### src/rtl/div_unit.sv
`default_nettype none
// ============================================================================
// Module      : div_unit
// Description : Multi-cycle radix-2 restoring divider for DIV/DIVU.
//               One quotient bit per cycle. A result is presented as
//               {remainder, quotient} on hilo together with a one-cycle done
//               pulse. The EX stage is held via stall while the divide runs.
// Revision    : 1.0 - initial release
// ----------------------------------------------------------------------------
// Ports
//   clk          in   pipeline clock, rising edge
//   rst          in   asynchronous active-low reset
//   start        in   divide request, sampled in IDLE only
//   is_signed    in   1 = DIV (two's complement), 0 = DIVU
//   dividend     in   numerator
//   divisor      in   denominator
//   cancel       in   abort current operation (flush/exception)
//   stall        out  pipeline hold: request accepted or iteration running
//   done         out  one-cycle pulse, hilo valid
//   hilo         out  {remainder, quotient}
//   div_by_zero  out  qualifies done: divisor of this result was zero
// ============================================================================
module div_unit #(
  parameter int WIDTH = 32
) (
  input  logic               clk,
  input  logic               rst,
  input  logic               start,
  input  logic               is_signed,
  input  logic [WIDTH-1:0]   dividend,
  input  logic [WIDTH-1:0]   divisor,
  input  logic               cancel,
  output logic               stall,
  output logic               done,
  output logic [2*WIDTH-1:0] hilo,
  output logic               div_by_zero
);

  localparam int CW = $clog2(WIDTH);
  localparam logic [CW-1:0] C_LAST = CW'(WIDTH - 1);

  typedef enum logic [1:0] {
    IDLE   = 2'd0,
    CALC   = 2'd1,
    FINISH = 2'd2
  } state_t;

  state_t               state_q, state_d;
  logic [CW-1:0]        cnt_q, cnt_d;
  logic [WIDTH-1:0]     rem_q, rem_d;      // partial remainder
  logic [WIDTH-1:0]     quo_q, quo_d;      // dividend bits shift out, quotient bits shift in
  logic [WIDTH-1:0]     dvs_q, dvs_d;      // divisor magnitude
  logic [WIDTH-1:0]     dvd_q, dvd_d;      // raw dividend, returned as remainder on divide by zero
  logic                 qneg_q, qneg_d;
  logic                 rneg_q, rneg_d;
  logic                 zero_q, zero_d;
  logic [2*WIDTH-1:0]   hilo_q, hilo_d;
  logic                 done_q, done_d;
  logic                 dbz_q, dbz_d;

  // Operand magnitudes; raw operands when unsigned.
  logic                 w_dvd_neg, w_dvs_neg;
  logic [WIDTH-1:0]     w_dvd_mag, w_dvs_mag;

  assign w_dvd_neg = is_signed & dividend[WIDTH-1];
  assign w_dvs_neg = is_signed & divisor[WIDTH-1];
  assign w_dvd_mag = w_dvd_neg ? (~dividend + 1'b1) : dividend;
  assign w_dvs_mag = w_dvs_neg ? (~divisor + 1'b1) : divisor;

  // One restoring step. The trial is WIDTH+1 bits wide; since the partial
  // remainder is always below the divisor, bit WIDTH is a true sign bit.
  logic [WIDTH:0]       w_rem_sh, w_trial;
  logic                 w_fit;
  logic [WIDTH-1:0]     w_rem_it, w_quo_it;
  logic [WIDTH-1:0]     w_rem_fin, w_quo_fin;

  assign w_rem_sh = {rem_q, quo_q[WIDTH-1]};
  assign w_trial  = w_rem_sh - {1'b0, dvs_q};
  assign w_fit    = ~w_trial[WIDTH];
  assign w_rem_it = w_fit ? w_trial[WIDTH-1:0] : w_rem_sh[WIDTH-1:0];
  assign w_quo_it = {quo_q[WIDTH-2:0], w_fit};

  // Final sign fix-up is folded into the last iteration so hilo and done
  // land on the edge that enters FINISH.
  assign w_quo_fin = zero_q ? {WIDTH{1'b1}} : (qneg_q ? (~w_quo_it + 1'b1) : w_quo_it);
  assign w_rem_fin = zero_q ? dvd_q         : (rneg_q ? (~w_rem_it + 1'b1) : w_rem_it);

  always_comb begin
    state_d = state_q;
    cnt_d   = cnt_q;
    rem_d   = rem_q;
    quo_d   = quo_q;
    dvs_d   = dvs_q;
    dvd_d   = dvd_q;
    qneg_d  = qneg_q;
    rneg_d  = rneg_q;
    zero_d  = zero_q;
    hilo_d  = hilo_q;
    done_d  = 1'b0;
    dbz_d   = 1'b0;

    case (state_q)
      IDLE: begin
        if (start) begin
          state_d = CALC;
          cnt_d   = '0;
          rem_d   = '0;
          quo_d   = w_dvd_mag;
          dvs_d   = w_dvs_mag;
          dvd_d   = dividend;
          qneg_d  = w_dvd_neg ^ w_dvs_neg;
          rneg_d  = w_dvd_neg;
          zero_d  = (divisor == '0);
        end
      end
      CALC: begin
        rem_d = w_rem_it;
        quo_d = w_quo_it;
        cnt_d = cnt_q + 1'b1;
        if (cnt_q == C_LAST) begin
          state_d = FINISH;
          hilo_d  = {w_rem_fin, w_quo_fin};
          done_d  = 1'b1;
          dbz_d   = zero_q;
        end
      end
      FINISH: begin
        state_d = IDLE;
      end
      default: begin
        state_d = IDLE;
      end
    endcase

    // Abort wins over everything, including a same-cycle start.
    if (cancel) begin
      state_d = IDLE;
      hilo_d  = hilo_q;
      done_d  = 1'b0;
      dbz_d   = 1'b0;
    end
  end

  always_ff @(posedge clk or negedge rst) begin
    if (!rst) begin
      state_q <= IDLE;
      cnt_q   <= '0;
      rem_q   <= '0;
      quo_q   <= '0;
      dvs_q   <= '0;
      dvd_q   <= '0;
      qneg_q  <= 1'b0;
      rneg_q  <= 1'b0;
      zero_q  <= 1'b0;
      hilo_q  <= '0;
      done_q  <= 1'b0;
      dbz_q   <= 1'b0;
    end else begin
      state_q <= state_d;
      cnt_q   <= cnt_d;
      rem_q   <= rem_d;
      quo_q   <= quo_d;
      dvs_q   <= dvs_d;
      dvd_q   <= dvd_d;
      qneg_q  <= qneg_d;
      rneg_q  <= rneg_d;
      zero_q  <= zero_d;
      hilo_q  <= hilo_d;
      done_q  <= done_d;
      dbz_q   <= dbz_d;
    end
  end

  // Combinational in the start cycle so EX freezes immediately.
  assign stall       = ((state_q == IDLE) & start & ~cancel) | (state_q == CALC);
  assign done        = done_q;
  assign hilo        = hilo_q;
  assign div_by_zero = dbz_q;

endmodule
`default_nettype wire

### config.mk
export PLATFORM = sky130hd
export DESIGN_NAME = div_unit
export DESIGN_NICKNAME = d
export VERILOG_FILES = /design/src/rtl/div_unit.sv
export SDC_FILE = /design/constraint.sdc
export NUM_CORES = 1
export LEC_CHECK = 0
export ABC_AREA = 0
export CAP_MARGIN = 20
export CORE_MARGIN = 2
export CORE_UTILIZATION = 55
export CTS_CLUSTER_SIZE = 14
export DETAILED_ROUTE_END_ITERATION = 8
export PLACE_DENSITY = 0.77
export SLEW_MARGIN = 20
export SYNTH_ARGS = -nofsm -noshare
export SYNTH_HDL_FRONTEND = slang
export SYNTH_SLANG_ARGS = --single-unit
### constraint.sdc
create_clock -name clk -period 9.3 [get_ports clk]
set_input_delay 1.395 -clock clk [delete_from_list [all_inputs] [get_ports clk]]
set_output_delay 1.395 -clock clk [all_outputs]
set_load 0.02 [all_outputs]
## Word-level counts from Yosys, hierarchy flattened

Index checks and enable logic that the tools add are counted.

| storage, ports and cells | value |
|---|---|
| input bits | 69 |
| word-level logic and storage cells | 65 |
| output and inout bits | 67 |
| register bits after elaboration | 204 |

| cells by class | value |
|---|---|
| muxes and demuxes | 23 |
| eq/ne operators | 5 |
| add/subtract/negate cells | 6 |
| bitwise gates (word level) | 12 |
| reductions and logical operators | 7 |

Operators by type and width:

| cell | count |
|---|---|
| $mux W32 | 9 |
| $add A32 B1 Y32 const B | 4 |
| $not A32 Y32 | 4 |
| $pmux W32 S2 | 2 |
| $sub A33 B32 Y33 | 1 |
| $logic_not A32 Y1 | 1 |
| $pmux W5 S2 | 1 |
| $mux W1 | 6 |
| $mux W2 | 3 |
| $ne A3 B3 Y1 const B | 2 |
| $reduce_and A2 Y1 | 3 |
| $add A5 B1 Y5 const B | 1 |
| $eq A5 B5 Y1 const B | 1 |
| $mux W5 | 1 |
| $and A1 B1 Y1 | 4 |
| $pmux W2 S2 | 1 |
| $reduce_and A3 Y1 | 1 |
| $eq A2 B1 Y1 const B | 1 |
| $logic_not A2 Y1 | 1 |
| $ne A2 B2 Y1 const B | 1 |
| $not A1 Y1 | 2 |
| $reduce_bool A2 Y1 | 1 |
| $or A1 B1 Y1 | 1 |
| $xor A1 B1 Y1 | 1 |

## Logic depth before layout (Yosys ltp)

| depth | value |
|---|---|
| depth in word-level cells | 6 |
| depth in mapped cells | 25 |
| gate-level depth less buffers | 23 |

## Least setup slack after synthesis

No wires, ideal clock.

| timing | value |
|---|---|
| path kind | reg-to-reg |
| from | register quo_q[31] |
| to | register hilo_q[54], in the netlist hilo[54] |
| arrival | 4.910 ns |
| clock period less this slack | 5.029 ns |
| buffers on the path | 2 |
| cell stages (with the launch flop) | 26 |
| path slack | 4.271 ns |
| library setup time | 0.119 ns |
| data required time | 9.181 ns |
| path through | dfrtp_1 -> inv_1 -> ha_1 -> inv_1 -> fa_1 -> a211oi_1 -> o211ai_1 -> nand3_1 -> a21oi_1 -> nor3_1 -> nor2_1 -> inv_1 -> clkbuf_1 -> clkbuf_1 -> nor2_1 -> a21oi_1 -> ha_1 -> nand3_1 -> or2_2 -> or4_1 -> a21oi_1 -> a41oi_1 -> o31ai_1 -> xnor2_1 -> o21ai_1 -> o21a_1 |

| between the ends | value |
|---|---|
| longest elaborated chain between the ends | 6 |

RTL lines:

| item | line | source |
|---|---|---|
| from (decl) | 51 | `logic [WIDTH-1:0] quo_q, quo_d;` |
| from (signal assigned) | 162 | `quo_q <= quo_d;` |
| $sub A33 B32 Y33 | 78 | `assign w_trial = w_rem_sh - {1'b0, dvs_q};` |
| $mux W32 * | 80 | `assign w_rem_it = w_fit ? w_trial[WIDTH-1:0] : w_rem_sh[WIDTH-1:0];` |
| $not A32 Y32 | 86 | `assign w_rem_fin = zero_q ? dvd_q : (rneg_q ? (~w_rem_it + 1'b1) : w_rem_it);` |
| $add A32 B1 Y32 | 86 |  |
| $mux W32 * (2 in a row) | 86 |  |
| to (signal assigned) | 168 | `hilo_q <= hilo_d;` |
| to (decl) | 57 | `logic [2*WIDTH-1:0] hilo_q, hilo_d;` |

Every way passes the cells marked *; elsewhere a longest branch is shown, timed or not.
A chain may end at the register's enable or synchronous reset.

## Worst setup path in the final report

| timing | value |
|---|---|
| from | register quo_q[31] |
| to | register hilo_q[16], in the netlist hilo[16] |

| between the ends | value |
|---|---|
| longest elaborated chain between the ends | 6 |

RTL lines:

| item | line | source |
|---|---|---|
| $sub A33 B32 Y33 | 78 |  |
| $not A1 Y1 | 79 | `assign w_fit = ~w_trial[WIDTH];` |
| $not A32 Y32 | 85 | `assign w_quo_fin = zero_q ? {WIDTH{1'b1}} : (qneg_q ? (~w_quo_it + 1'b1) : w_quo_it);` |
| $add A32 B1 Y32 | 85 |  |
| $mux W32 (2 in a row) | 85 |  |

Every way passes these cells.

==> results.cfg <==
[critical_path]
slowest_delay_ns = 0.69
worstPathMaxFanout = 38
crit_required_ns = 9.68
startpoint_type = flip-flop
slowest_stage = nor3_1
worst-setup-path-type = reg -> reg
critPathArrivalTime_ns = 6.80
cp_cell_sequence = inv_1 -> ha_1 -> inv_1 -> fa_1 -> a211oi_1 -> o211ai_1 -> nand3_1 -> a21oi_1 -> nor3_1 -> nor2_2 -> buf_4 -> inv_1 -> buf_4 -> ha_1 -> nand2b_1 -> or2_2 -> nor4_1 -> inv_1 -> or4_1 -> o31ai_1 -> xor2_1 -> a21oi_1
critPathBufInv = 6
cpMostUsedCell = inv_1
endpoint_kind = flip-flop
cp_top_family = simple AND/OR/NAND/NOR gates
ff2ff_setup_slack_ns = 2.88

[synthesis]
syn-num-nets = 1676
yosys-top-cells-count = nand2_1 (221), dfrtp_1 (204), o21ai_0 (172)
yosysTopAreaCell = dfrtp_1
async_reset_ff_share_pct = 100
yosys_warnings = 0
yosysSeqAreaShare_pct = 38.9
synth_edf_count = 0
yosysMostFrequentCell = nand2_1
syn_inst = 1568
synth_area_leaders = dfrtp_1 (39%), o21ai_0 (6.6%), nand2_1 (6.3%), xor2_1 (4.9%), a21oi_1 (4.9%)
syn_avg_cell_area_um2 = 8.37
syn-cell-area_um2 = 13100
ys_seq_elements = 204
ys_types = 78
ys.flop_type = dfrtp_1
synth_top_area_share_pct = 38.9

[job]
maxCapViolations = 0

[run_status]
status = completed

[clocking]
hold_buffers = 0
cts_sinks = 204
worstSkewPairLatency_ns = 0.52
htreeDepth = 1
root_buffer = clkbuf_16
clk_path_buf_depth = 3
cts_resized = 0
cts.clk_slew.worst_paths_ns = 0.06
postCtsSetupRepairBufs = 0
numCtsBuffers = 24
cts_tree = yes

[detailed_routing]
final_antenna_net_count = 0
drc = 0
initialDrtViolationCount = 1073
wl_um = 38500
first_pass_iters = 6
vias = 12100
viasPerCell = 6.06
wire_per_inst_um = 19.3

[die]
ios = 136
die_w_um = 158
rows = 56
core_area_um2 = 23500
die_y_um = 158
start_util_pct = 55.9
dieArea_um2 = 25100

[timing]
finalMaxSlewViolations = 0
layout_min_cycle_time_ns = 6.42
hold_viol = 0
slew_headroom_pct = 27.8
fin_tns_setup_ns = 0
period_share_pct = 69.0
fmax_mhz = 156
rsz0062_at_grt = false
tightest_slew_ns = 1.08
setup_violations = 0
finClkSkew_ns = 0.0111

[cells_and_area]
insertedDiodeCount = 0
multiInputGateArea_um2 = 7510
fin_nets = 1767
fill_cells = 2010
drive_gt1_share_pct = 4.47
design_area_um2 = 15500
area_delta_synth_final_pct = 17.9
final-seq-area_um2 = 5110

[power]
p_per_area_nw_per_um2 = 276
p_leak_uw = 0.00650
ir_worst_vdd_uv = 201

[global_route]
antenna_found_initial = 0
grt_usage_pct = 30.8
overflow = 0
grt_pass1_wl_um = 60900
grt_use_met1_pct = 44.7
grt_max_degree = 90
busiest_layer = met2
grt_pass1_vias = 11400
grtUsageMet3_pct = 5.82
met2_usage_pct = 47.0

[place]
dpl.hpwl_um = 28400
place_area_um2 = 14700
gp_congestion = 0.923
port_buffers = 135

[min_path]
hold_class = reg -> reg
## cells by family (layout without fill, tap and decap cells)
group / Yosys count / count (layout) / synth area share [%]
simple gates: 526 / 526 / 18.4
buf+inv: 135 / 244 / 4.04
compound gates: 490 / 490 / 22.8
xor+xnor: 137 / 137 / 9.14
mux: 37 / 37 / 2.86
fa+ha+maj: 39 / 39 / 3.78
flops: 204 / 204 / 38.9
## through the flow
step / hold slack [ns] / util [%] / setup WS [ns] / instances / power (uW)
after floorplan: 0.438 / - / 4.27 / 1568 / 2660
after global placement: 0.453 / 62.4 / 3.30 / 1951 / 3230
after detailed placement: 0.464 / 62.4 / 3.05 / 1951 / 3260
after CTS: 0.476 / 65.8 / 3.02 / 1995 / 4230
after global routing: 0.492 / 65.9 / 2.50 / 1996 / 4520
final: 0.469 / 65.9 / 2.88 / 1996 / 4280
## final cells by class
| type | count | share of cell area, % |
|---|---|---|
| multi-input cells | 1229 | 48.5 |
| flip-flops and latches | 204 | 33.0 |
| repair buffers | 148 | 9.52 |
| clock buffers | 38 | 4.42 |
| well taps | 319 | 2.58 |
| inverters | 52 | 1.26 |
| clock inverters | 6 | 0.695 |
## flip-flops by register name, summed over array words and instances (netlist names), 2 cells and up
register / flops
cnt_q: 5
dvd_q: 32
dvs_q: 32
hilo: 64
quo_q: 32
rem_q: 32
state_q: 2
## layer usage
metal / share of wire (%) / vias up / wire length (um)
met2: 44 / 462 / 17000
met1: 45 / 5779 / 17300
met5: 0 / - / 0
met3: 7.6 / 90 / 2920
met4: 3.1 / 0 / 1180
li1: - / 5772 / -
## layout by cell type (no fill, tap or decap), types with 7 or more instances in the layout
cell type and instances:
nor2_1 124, and2_1 14, a211oi_1 11, o41ai_1 11, nand3_1 46, nor4_1 11, nand2b_1 12, clkbuf_16 25
a21oi_1 128, a2111oi_0 7, xnor2_1 63, clkbuf_1 12, o21a_1 17, buf_4 12, o21ai_0 172, o31ai_1 24
a22oi_1 29, dfrtp_1 203, nand4_1 8, clkdlybuf4s50_1 134, a31oi_1 12, nor3_1 20, xor2_1 74, inv_1 51
or4_1 9, or3_1 19, a21o_1 9, ha_1 38, nand2_1 220, o21ai_1 14, mux2i_1 33, o211ai_1 7
## path summary, 6_finish.rpt
| check | startpoint | to | depth (start not counted) |
|---|---|---|---|
| worst min register to register | hilo[21] | hilo[21] | 2 |
| worst max register to register | quo_q[31] | hilo[16] | 22 |
| max in group asynchronous | rst | hilo[7] | 2 |
| worst min-delay path | hilo[21] | hilo[21] | 2 |
| worst max-delay path | quo_q[31] | hilo[16] | 22 |
| min in group asynchronous | rst | dvs_q[11] | 1 |
## power by group
group	switching, uW	internal (uW)	leakage (uW)
clock network	376	587	0.000380
logic	1370	763	0.00346
registers	165	1010	0.00266
total	1910	2360	0.00650
## tightest hold or removal path: cells and delay by family (launching register included)
family	cells	cell delay (ns)
DFF	1	0.34
and+or+nand+nor	2	0.10
No activity file was read; power rests on OpenSTA's default activity.
